--- src/rtl/fp_issue_q.sv ---
// Operand issue queue for a fixed-latency FP mul/add datapath.
// A credit scheme reserves a result-FIFO slot for every in-flight op, so results are never dropped.
module fp_issue_q #(
  parameter int unsigned SIGN_W = 1,
  parameter int unsigned EXPO_W = 8,
  parameter int unsigned MANT_W = 23,
  parameter int unsigned DEPTH  = 4,
  parameter int unsigned LAT    = 2
) (
  input  logic                             clk,
  input  logic                             rst,
  input  logic                             in_valid,
  output logic                             in_ready,
  input  logic [SIGN_W+EXPO_W+MANT_W-1:0]  in_a,
  input  logic [SIGN_W+EXPO_W+MANT_W-1:0]  in_b,
  input  logic [1:0]                       in_rnd,
  input  logic                             in_op,
  output logic                             iss_valid,
  output logic [SIGN_W+EXPO_W+MANT_W-1:0]  iss_a,
  output logic [SIGN_W+EXPO_W+MANT_W-1:0]  iss_b,
  output logic [1:0]                       iss_rnd,
  output logic                             iss_op,
  input  logic [SIGN_W+EXPO_W+MANT_W-1:0]  dp_res,
  output logic                             out_valid,
  input  logic                             out_ready,
  output logic [SIGN_W+EXPO_W+MANT_W-1:0]  out_res,
  output logic                             out_op
);

  localparam int unsigned W      = SIGN_W + EXPO_W + MANT_W;
  localparam int unsigned RDEPTH = LAT + 2;
  localparam int unsigned QAW    = (DEPTH > 1) ? $clog2(DEPTH) : 1;
  localparam int unsigned QCW    = $clog2(DEPTH + 1);
  localparam int unsigned RAW    = $clog2(RDEPTH);
  localparam int unsigned RCW    = $clog2(RDEPTH + 1);
  localparam int unsigned FW     = $clog2(LAT + RDEPTH + 1);

  typedef struct packed {
    logic [W-1:0] a;
    logic [W-1:0] b;
    logic [1:0]   rnd;
    logic         op;
  } opnd_t;

  typedef struct packed {
    logic [W-1:0] res;
    logic         op;
  } res_t;

  opnd_t            q_mem_q [DEPTH];
  opnd_t            q_mem_d [DEPTH];
  logic [QAW-1:0]   q_wr_q, q_wr_d, q_rd_q, q_rd_d;
  logic [QCW-1:0]   q_cnt_q, q_cnt_d;

  res_t             r_mem_q [RDEPTH];
  res_t             r_mem_d [RDEPTH];
  logic [RAW-1:0]   r_wr_q, r_wr_d, r_rd_q, r_rd_d;
  logic [RCW-1:0]   r_cnt_q, r_cnt_d;

  logic [LAT-1:0]   sr_v_q, sr_v_d, sr_op_q, sr_op_d;
  opnd_t            iss_q, iss_d;
  logic             iss_valid_q, iss_valid_d;
  logic             in_ready_q, in_ready_d;
  logic             out_valid_q, out_valid_d;

  logic             q_push_c, q_pop_c, r_push_c, r_pop_c, credit_c;
  logic [FW-1:0]    inflight_c;

  // Credit counts reserved slots only; a result popped this cycle frees credit next cycle.
  always_comb begin
    inflight_c = '0;
    for (int unsigned i = 0; i < LAT; i++) begin
      inflight_c = inflight_c + FW'(sr_v_q[i]);
    end
    credit_c = (inflight_c + FW'(r_cnt_q)) < FW'(RDEPTH);
    q_push_c = in_valid && (q_cnt_q < QCW'(DEPTH));
    q_pop_c  = (q_cnt_q != '0) && credit_c;
    r_push_c = sr_v_q[LAT-1];
    r_pop_c  = (r_cnt_q != '0) && out_ready;
  end

  // Operand queue and issue register.
  always_comb begin
    q_mem_d     = q_mem_q;
    q_wr_d      = q_wr_q;
    q_rd_d      = q_rd_q;
    iss_d       = iss_q;
    iss_valid_d = q_pop_c;
    if (q_push_c) begin
      q_mem_d[q_wr_q] = '{a: in_a, b: in_b, rnd: in_rnd, op: in_op};
      q_wr_d          = q_wr_q + QAW'(1);
    end
    if (q_pop_c) begin
      iss_d  = q_mem_q[q_rd_q];
      q_rd_d = q_rd_q + QAW'(1);
    end
    q_cnt_d    = q_cnt_q + QCW'(q_push_c) - QCW'(q_pop_c);
    in_ready_d = q_cnt_d < QCW'(DEPTH);
  end

  // In-flight tracker: stage LAT-1 marks the cycle whose closing edge samples dp_res.
  always_comb begin
    sr_v_d     = '0;
    sr_op_d    = '0;
    sr_v_d[0]  = q_pop_c;
    sr_op_d[0] = q_mem_q[q_rd_q].op;
    for (int unsigned i = 1; i < LAT; i++) begin
      sr_v_d[i]  = sr_v_q[i-1];
      sr_op_d[i] = sr_op_q[i-1];
    end
  end

  // Result FIFO; RDEPTH need not be a power of two, so pointers wrap explicitly.
  always_comb begin
    r_mem_d = r_mem_q;
    r_wr_d  = r_wr_q;
    r_rd_d  = r_rd_q;
    if (r_push_c) begin
      r_mem_d[r_wr_q] = '{res: dp_res, op: sr_op_q[LAT-1]};
      r_wr_d          = (r_wr_q == RAW'(RDEPTH - 1)) ? '0 : r_wr_q + RAW'(1);
    end
    if (r_pop_c) begin
      r_rd_d = (r_rd_q == RAW'(RDEPTH - 1)) ? '0 : r_rd_q + RAW'(1);
    end
    r_cnt_d     = r_cnt_q + RCW'(r_push_c) - RCW'(r_pop_c);
    out_valid_d = r_cnt_d != '0;
  end

  always_ff @(posedge clk) begin
    if (rst) begin
      for (int unsigned i = 0; i < DEPTH; i++) begin
        q_mem_q[i] <= '0;
      end
      for (int unsigned i = 0; i < RDEPTH; i++) begin
        r_mem_q[i] <= '0;
      end
      q_wr_q      <= '0;
      q_rd_q      <= '0;
      q_cnt_q     <= '0;
      r_wr_q      <= '0;
      r_rd_q      <= '0;
      r_cnt_q     <= '0;
      sr_v_q      <= '0;
      sr_op_q     <= '0;
      iss_q       <= '0;
      iss_valid_q <= 1'b0;
      in_ready_q  <= 1'b1;
      out_valid_q <= 1'b0;
    end else begin
      q_mem_q     <= q_mem_d;
      r_mem_q     <= r_mem_d;
      q_wr_q      <= q_wr_d;
      q_rd_q      <= q_rd_d;
      q_cnt_q     <= q_cnt_d;
      r_wr_q      <= r_wr_d;
      r_rd_q      <= r_rd_d;
      r_cnt_q     <= r_cnt_d;
      sr_v_q      <= sr_v_d;
      sr_op_q     <= sr_op_d;
      iss_q       <= iss_d;
      iss_valid_q <= iss_valid_d;
      in_ready_q  <= in_ready_d;
      out_valid_q <= out_valid_d;
    end
  end

  assign in_ready  = in_ready_q;
  assign iss_valid = iss_valid_q;
  assign iss_a     = iss_q.a;
  assign iss_b     = iss_q.b;
  assign iss_rnd   = iss_q.rnd;
  assign iss_op    = iss_q.op;
  assign out_valid = out_valid_q;
  assign out_res   = r_mem_q[r_rd_q].res;
  assign out_op    = r_mem_q[r_rd_q].op;

endmodule

--- config.mk ---
export PLATFORM = sky130hd
export DESIGN_NAME = fp_issue_q
export DESIGN_NICKNAME = d
export VERILOG_FILES = /design/src/rtl/fp_issue_q.sv
export SDC_FILE = /design/constraint.sdc
export NUM_CORES = 1
export LEC_CHECK = 0
export BUFFER_PORTS_ARGS = -buffer_cell sky130_fd_sc_hd__buf_2
export CELL_PAD_IN_SITES_DETAIL_PLACEMENT = 0
export CELL_PAD_IN_SITES_GLOBAL_PLACEMENT = 1
export CORE_MARGIN = 4
export CORE_UTILIZATION = 45
export DETAILED_ROUTE_END_ITERATION = 12
export PLACE_DENSITY_LB_ADDON = 0.08
export SETUP_SLACK_MARGIN = 0.1
export SKIP_CTS_REPAIR_TIMING = 1
export SLEW_MARGIN = 5
export SYNTH_ARGS = -nofsm -noshare
export SYNTH_HDL_FRONTEND = slang
export SYNTH_SLANG_ARGS = --single-unit
--- constraint.sdc ---
create_clock -name clk -period 2.99 [get_ports clk]
set_input_delay 0.1495 -clock clk [delete_from_list [all_inputs] [get_ports clk]]
set_output_delay 0.1495 -clock clk [all_outputs]
set_load 0.05 [all_outputs]
-- After elaboration in Yosys (flattened, before gate mapping)
Index checks and enable logic that the tools add are counted.
Widths: inputs -> output; s select.
- output and inout port bits: 103
- word-level logic and storage cells: 86
- register bits: 488
- magnitude comparators: 9
- reductions and logical operators: 8
- equality and inequality tests: 2
- bitwise operators: 4
- muxes and demuxes: 14
- $add $sub $neg: 10
- operator list (cell ; count):
    $bwmux 268 ; 1
    $mux 67 ; 3
    $bmux 67 s2 ; 1
    $demux 67 s2 ; 1
    $bwmux 132 ; 1
    $mux 33 ; 3
    $bmux 33 s2 ; 1
    $demux 33 s2 ; 1
    $ge 3x3->1 const B ; 4
    $not 2->3 ; 4
    $lt 3x3->1 const B ; 3
    $reduce_bool 3->1 ; 3
    $add 2x1->2 const B ; 4
    $add 3x1->3 ; 2
    $lt 3x1->1 const B ; 2
    $sub 3x1->3 ; 2
    $logic_and 1x1->1 ; 5
    $eq 2x2->1 const B ; 2
    $mux 2 ; 2
    $add 2x3->3 ; 1
    $add 1x1->2 ; 1

-- Longest topological paths before layout
- depth after elaboration: 6
- gate-level depth with buffers: 15
- gate-level depth less buffers: 13

-- Worst setup path before layout
Ideal clock, no wire load.
- kind: register -> register
- start: register sr_v_q[0]
- end: register in_ready_q, in the netlist in_ready
- arrival time: 2.975 ns
- setup time: 0.123 ns
- stages on the path, launching flop included: 15
- data required time: 2.867 ns
- setup slack: -0.108 ns
- cells stage by stage: dfxtp_1 -> ha_1 -> a21o_1 -> a211o_1 -> buf_2 -> buf_2 -> nand2_1 -> ha_1 -> inv_1 -> ha_1 -> inv_1 -> fa_1 -> xnor2_1 -> xnor2_1 -> nand2b_1
- word-level cells in the longest chain between the ends: 6
- ends and longest elaborated chain (element ; line ; RTL):
    start: declaration ; 60 ; logic [LAT-1:0] sr_v_q, sr_v_d, sr_op_q, sr_op_d;
    start signal: assignment ; 158 ; sr_v_q <= sr_v_d;
    $add 1x1->2 ; 73 ; inflight_c = inflight_c + FW'(sr_v_q[i]);
    $add 2x3->3 ; 75 ; credit_c = (inflight_c + FW'(r_cnt_q)) < FW'(RDEPTH);
    $lt 3x3->1 ; 75 ;
    $logic_and 1x1->1 ; 77 ; q_pop_c = (q_cnt_q != '0) && credit_c;
    net iss_valid_d ; 62 ; logic iss_valid_q, iss_valid_d;
    $sub 3x1->3 ; 97 ; q_cnt_d = q_cnt_q + QCW'(q_push_c) - QCW'(q_pop_c);
    $lt 3x3->1 ; 98 ; in_ready_d = q_cnt_d < QCW'(DEPTH);
    end signal: assignment ; 162 ; in_ready_q <= in_ready_d;
    end: declaration ; 63 ; logic in_ready_q, in_ready_d;
The timed path passes the listed nets, and every way through them passes these cells.
A chain may end at the register's enable or synchronous reset.

-- Worst setup path in the final report
Same ends and word-level chain as after synthesis.

==> out/qor.yml <==
detailed_routing:
  ant_nets: 0
  initialDrtViolationCount: 1143
  drc_errors: 0
  vias_per_cell: 5.31
  firstDrtPassIters: 5
  vias: 16500
  routed_wl_um: 58400
  wl_per_cell_um: 18.8
power:
  p_leak_nw: 8.47
  ir_drop_mv: 0.910
  p_per_area_nw_per_um2: 781
die:
  die_area_um2: 47600
  io_pins: 206
  die_h_um: 218
  row_count: 76
  start_util: 0.458
  core_area_um2: 43400
  fp.dieW_um: 218
sta:
  tightest_slew_ps: 971
  grt_setup_unrepaired: "no"
  hold_slack_ps: -29.6
  final.min_clock_period_ps: 2570
  fmax_ghz: 0.389
  maxSlewHeadroom: 0.353
  hold_viol_final: 9
  drv_slew: 0
  finalSetupTns_ps: 0
  period_share: 0.860
  fin_skew_ps: 8.16
  setup_viol: 0
cts:
  cts_max_level: 2
  cts_made_buffers: 52
  cts.sinks: 487
  cts_tree: "done"
  clk_pin_slew_ps: 60
  insertion_delay_ps: 590
  clk_path_buf_depth: 3
  clockRootBuffer: "clkbuf_16"
final_layout:
  final_common_cell: "nand2_1"
  final_cell_mix: "804 x nand2_1, 483 x dfxtp_1, 443 x a21oi_1"
  n_fill_cell: 4060
  nNetsFinal: 2602
  area_growth_pct: 20.8
  drive_above_1_share: 0.203
logic_synthesis:
  synth_area_um2: 19900
  synth.distinct_cells: 35
  ys_seq_area_frac: 0.491
  syn_inst: 2279
  synth_nets: 2398
  synthTopCellsByArea: "dfxtp_1 49%, nand2_1 15%, mux4_2 11%"
  synth_largest_area_cell: "dfxtp_1"
  syn-mean-instance-area_um2: 8.72
  ys_ff_latch: 487
  yosysWarnings: 0
  yosysTopAreaCellShare: 0.491
hold_path:
  hold_class: "primary input to flop"
critical_path:
  crit_fanout: 3
  path_cells: "ha_1 > a21o_1 > a211o_2 > nand2_1 > ha_1 > inv_1 > ha_1 > inv_1 > fa_1 > xnor2_1 > xnor2_1 > nand2b_1"
  worst_path_most_repeated_cell: "ha_1"
  critPathCaptureType: "flop"
  cp_slowest_cell: "fa_1"
  crit_arrival_ps: 3040
  slowest_delay_ps: 370
  start_kind: "flop"
  path_class: "flop to flop"
  required_ps: 3460
run_status:
  status: "finished with violations"
  failed_checks: "negative hold slack"
grt:
  grt_max_degree: 106
  grt_pass1_vias: 16100
  grt_remaining_overflow: 0
  grt_util_all_layers: 0.238
  grt_pass1_wl_um: 90700
  antenna_found_initial: 2
placed_design:
  numPortBuffers: 205
  gp_congestion: 0.756
  hpwl_um: 32600
flow_run:
  maxCapViolations: 0
kinds of logic after synthesis:
group	Yosys count	synth area share
buf+inv	211	0.0512
mux	103	0.115
compound gates	546	0.150
flops	487	0.491
fa+ha+maj	16	0.0108
simple gates	911	0.180
xor+xnor	5	0.00220
sequential cells by signal, summed over array words and instances, names as in the netlist, 2 cells and up:
signal and cells:
q_mem_q 268, r_cnt_q 3, r_rd_q 2, r_wr_q 2, iss_b 32, r_mem_q 132, q_rd_q 2, iss_a 32
q_cnt_q 3, q_wr_q 2, sr_v_q 2, sr_op_q 2, iss_rnd 2
worst max-delay path: cells and delay by family, from the launching register on:
family / cells / cell delay [ps]
AO/OA/AOI/OAI: 2 / 540
buffers and inverters: 2 / 100
AND/OR/NAND/NOR: 2 / 150
flip-flops: 1 / 350
adder cells (fa/ha/maj): 4 / 1000
XOR/XNOR: 2 / 320
power by group:
group	switching (mW)	internal, mW	leakage, nW
clock network	2.61	3.96	0.880
logic	2.99	1.65	3.65
registers	0.532	7.01	3.94
total	6.14	12.6	8.47
Yosys cell counts, drive strengths merged:
cell,instances
and2,8
a211o,1
nor2,11
and4,1
nand4,1
or3,1
nor3,3
nand2b,1
clkbuf,92
a21oi,473
mux4,100
a211oi,1
o31ai,1
xnor2,5
o21ai,67
a21boi,1
fa,2
inv,13
nor2b,8
mux2,1
nand3,68
buf,106
ha,14
dfxtp,487
a21o,2
mux2i,2
nand2,809
final timing paths:
kind	start	to	slack, ps	cells past startpoint
setup reg to reg	sr_v_q[0]$_SDFF_PP0_	in_ready$_SDFF_PP1_	420	12
setup / recovery	sr_v_q[0]$_SDFF_PP0_	in_ready$_SDFF_PP1_	420	12
hold / removal	rst	r_mem_q[115]$_SDFFE_PP0P_	-30	2
hold reg to reg	q_mem_q[13]$_SDFFE_PP0P_	q_mem_q[13]$_SDFFE_PP0P_	450	2
area by class of cell:
| class | count | area [um^2] | area share |
|---|---|---|---|
| flip-flops and latches | 487 | 9760 | 0.407 |
| inverters | 13 | 48.8 | 0.00203 |
| diodes | 1 | 2.50 | 0.000104 |
| well taps | 585 | 732 | 0.0305 |
| clock buffers | 80 | 1620 | 0.0675 |
| clock inverters | 13 | 140 | 0.00584 |
| multi-input cells | 1581 | 9130 | 0.381 |
| repair buffers | 348 | 2560 | 0.107 |
through the flow:
| stage | power, mW | util | area (um^2) | instances | setup WS (ps) |
|---|---|---|---|---|---|
| CTS | 18.9 | 0.530 | 23000 | 3008 | 398 |
| detailed placement | 12.2 | 0.490 | 21200 | 2915 | 411 |
| finish | 18.8 | 0.553 | 24000 | 3108 | 420 |
| global route | 19.6 | 0.553 | 24000 | 3108 | 243 |
| global placement | 12.2 | 0.490 | 21200 | 2915 | 427 |
| floorplan | 10.9 | - | 19900 | 2279 | 149 |
metal layers:
layer	share of wire	vias up	GRT usage	wire length, um
li1	-	8076	-	-
met1	0.42	7908	0.301	24400
met2	0.50	418	0.419	29400
met3	0.058	86	0.0437	3370
met4	0.021	2	0.0636	1210
met5	0.00022	-	0	13
Power figures use the tool's default switching activity.
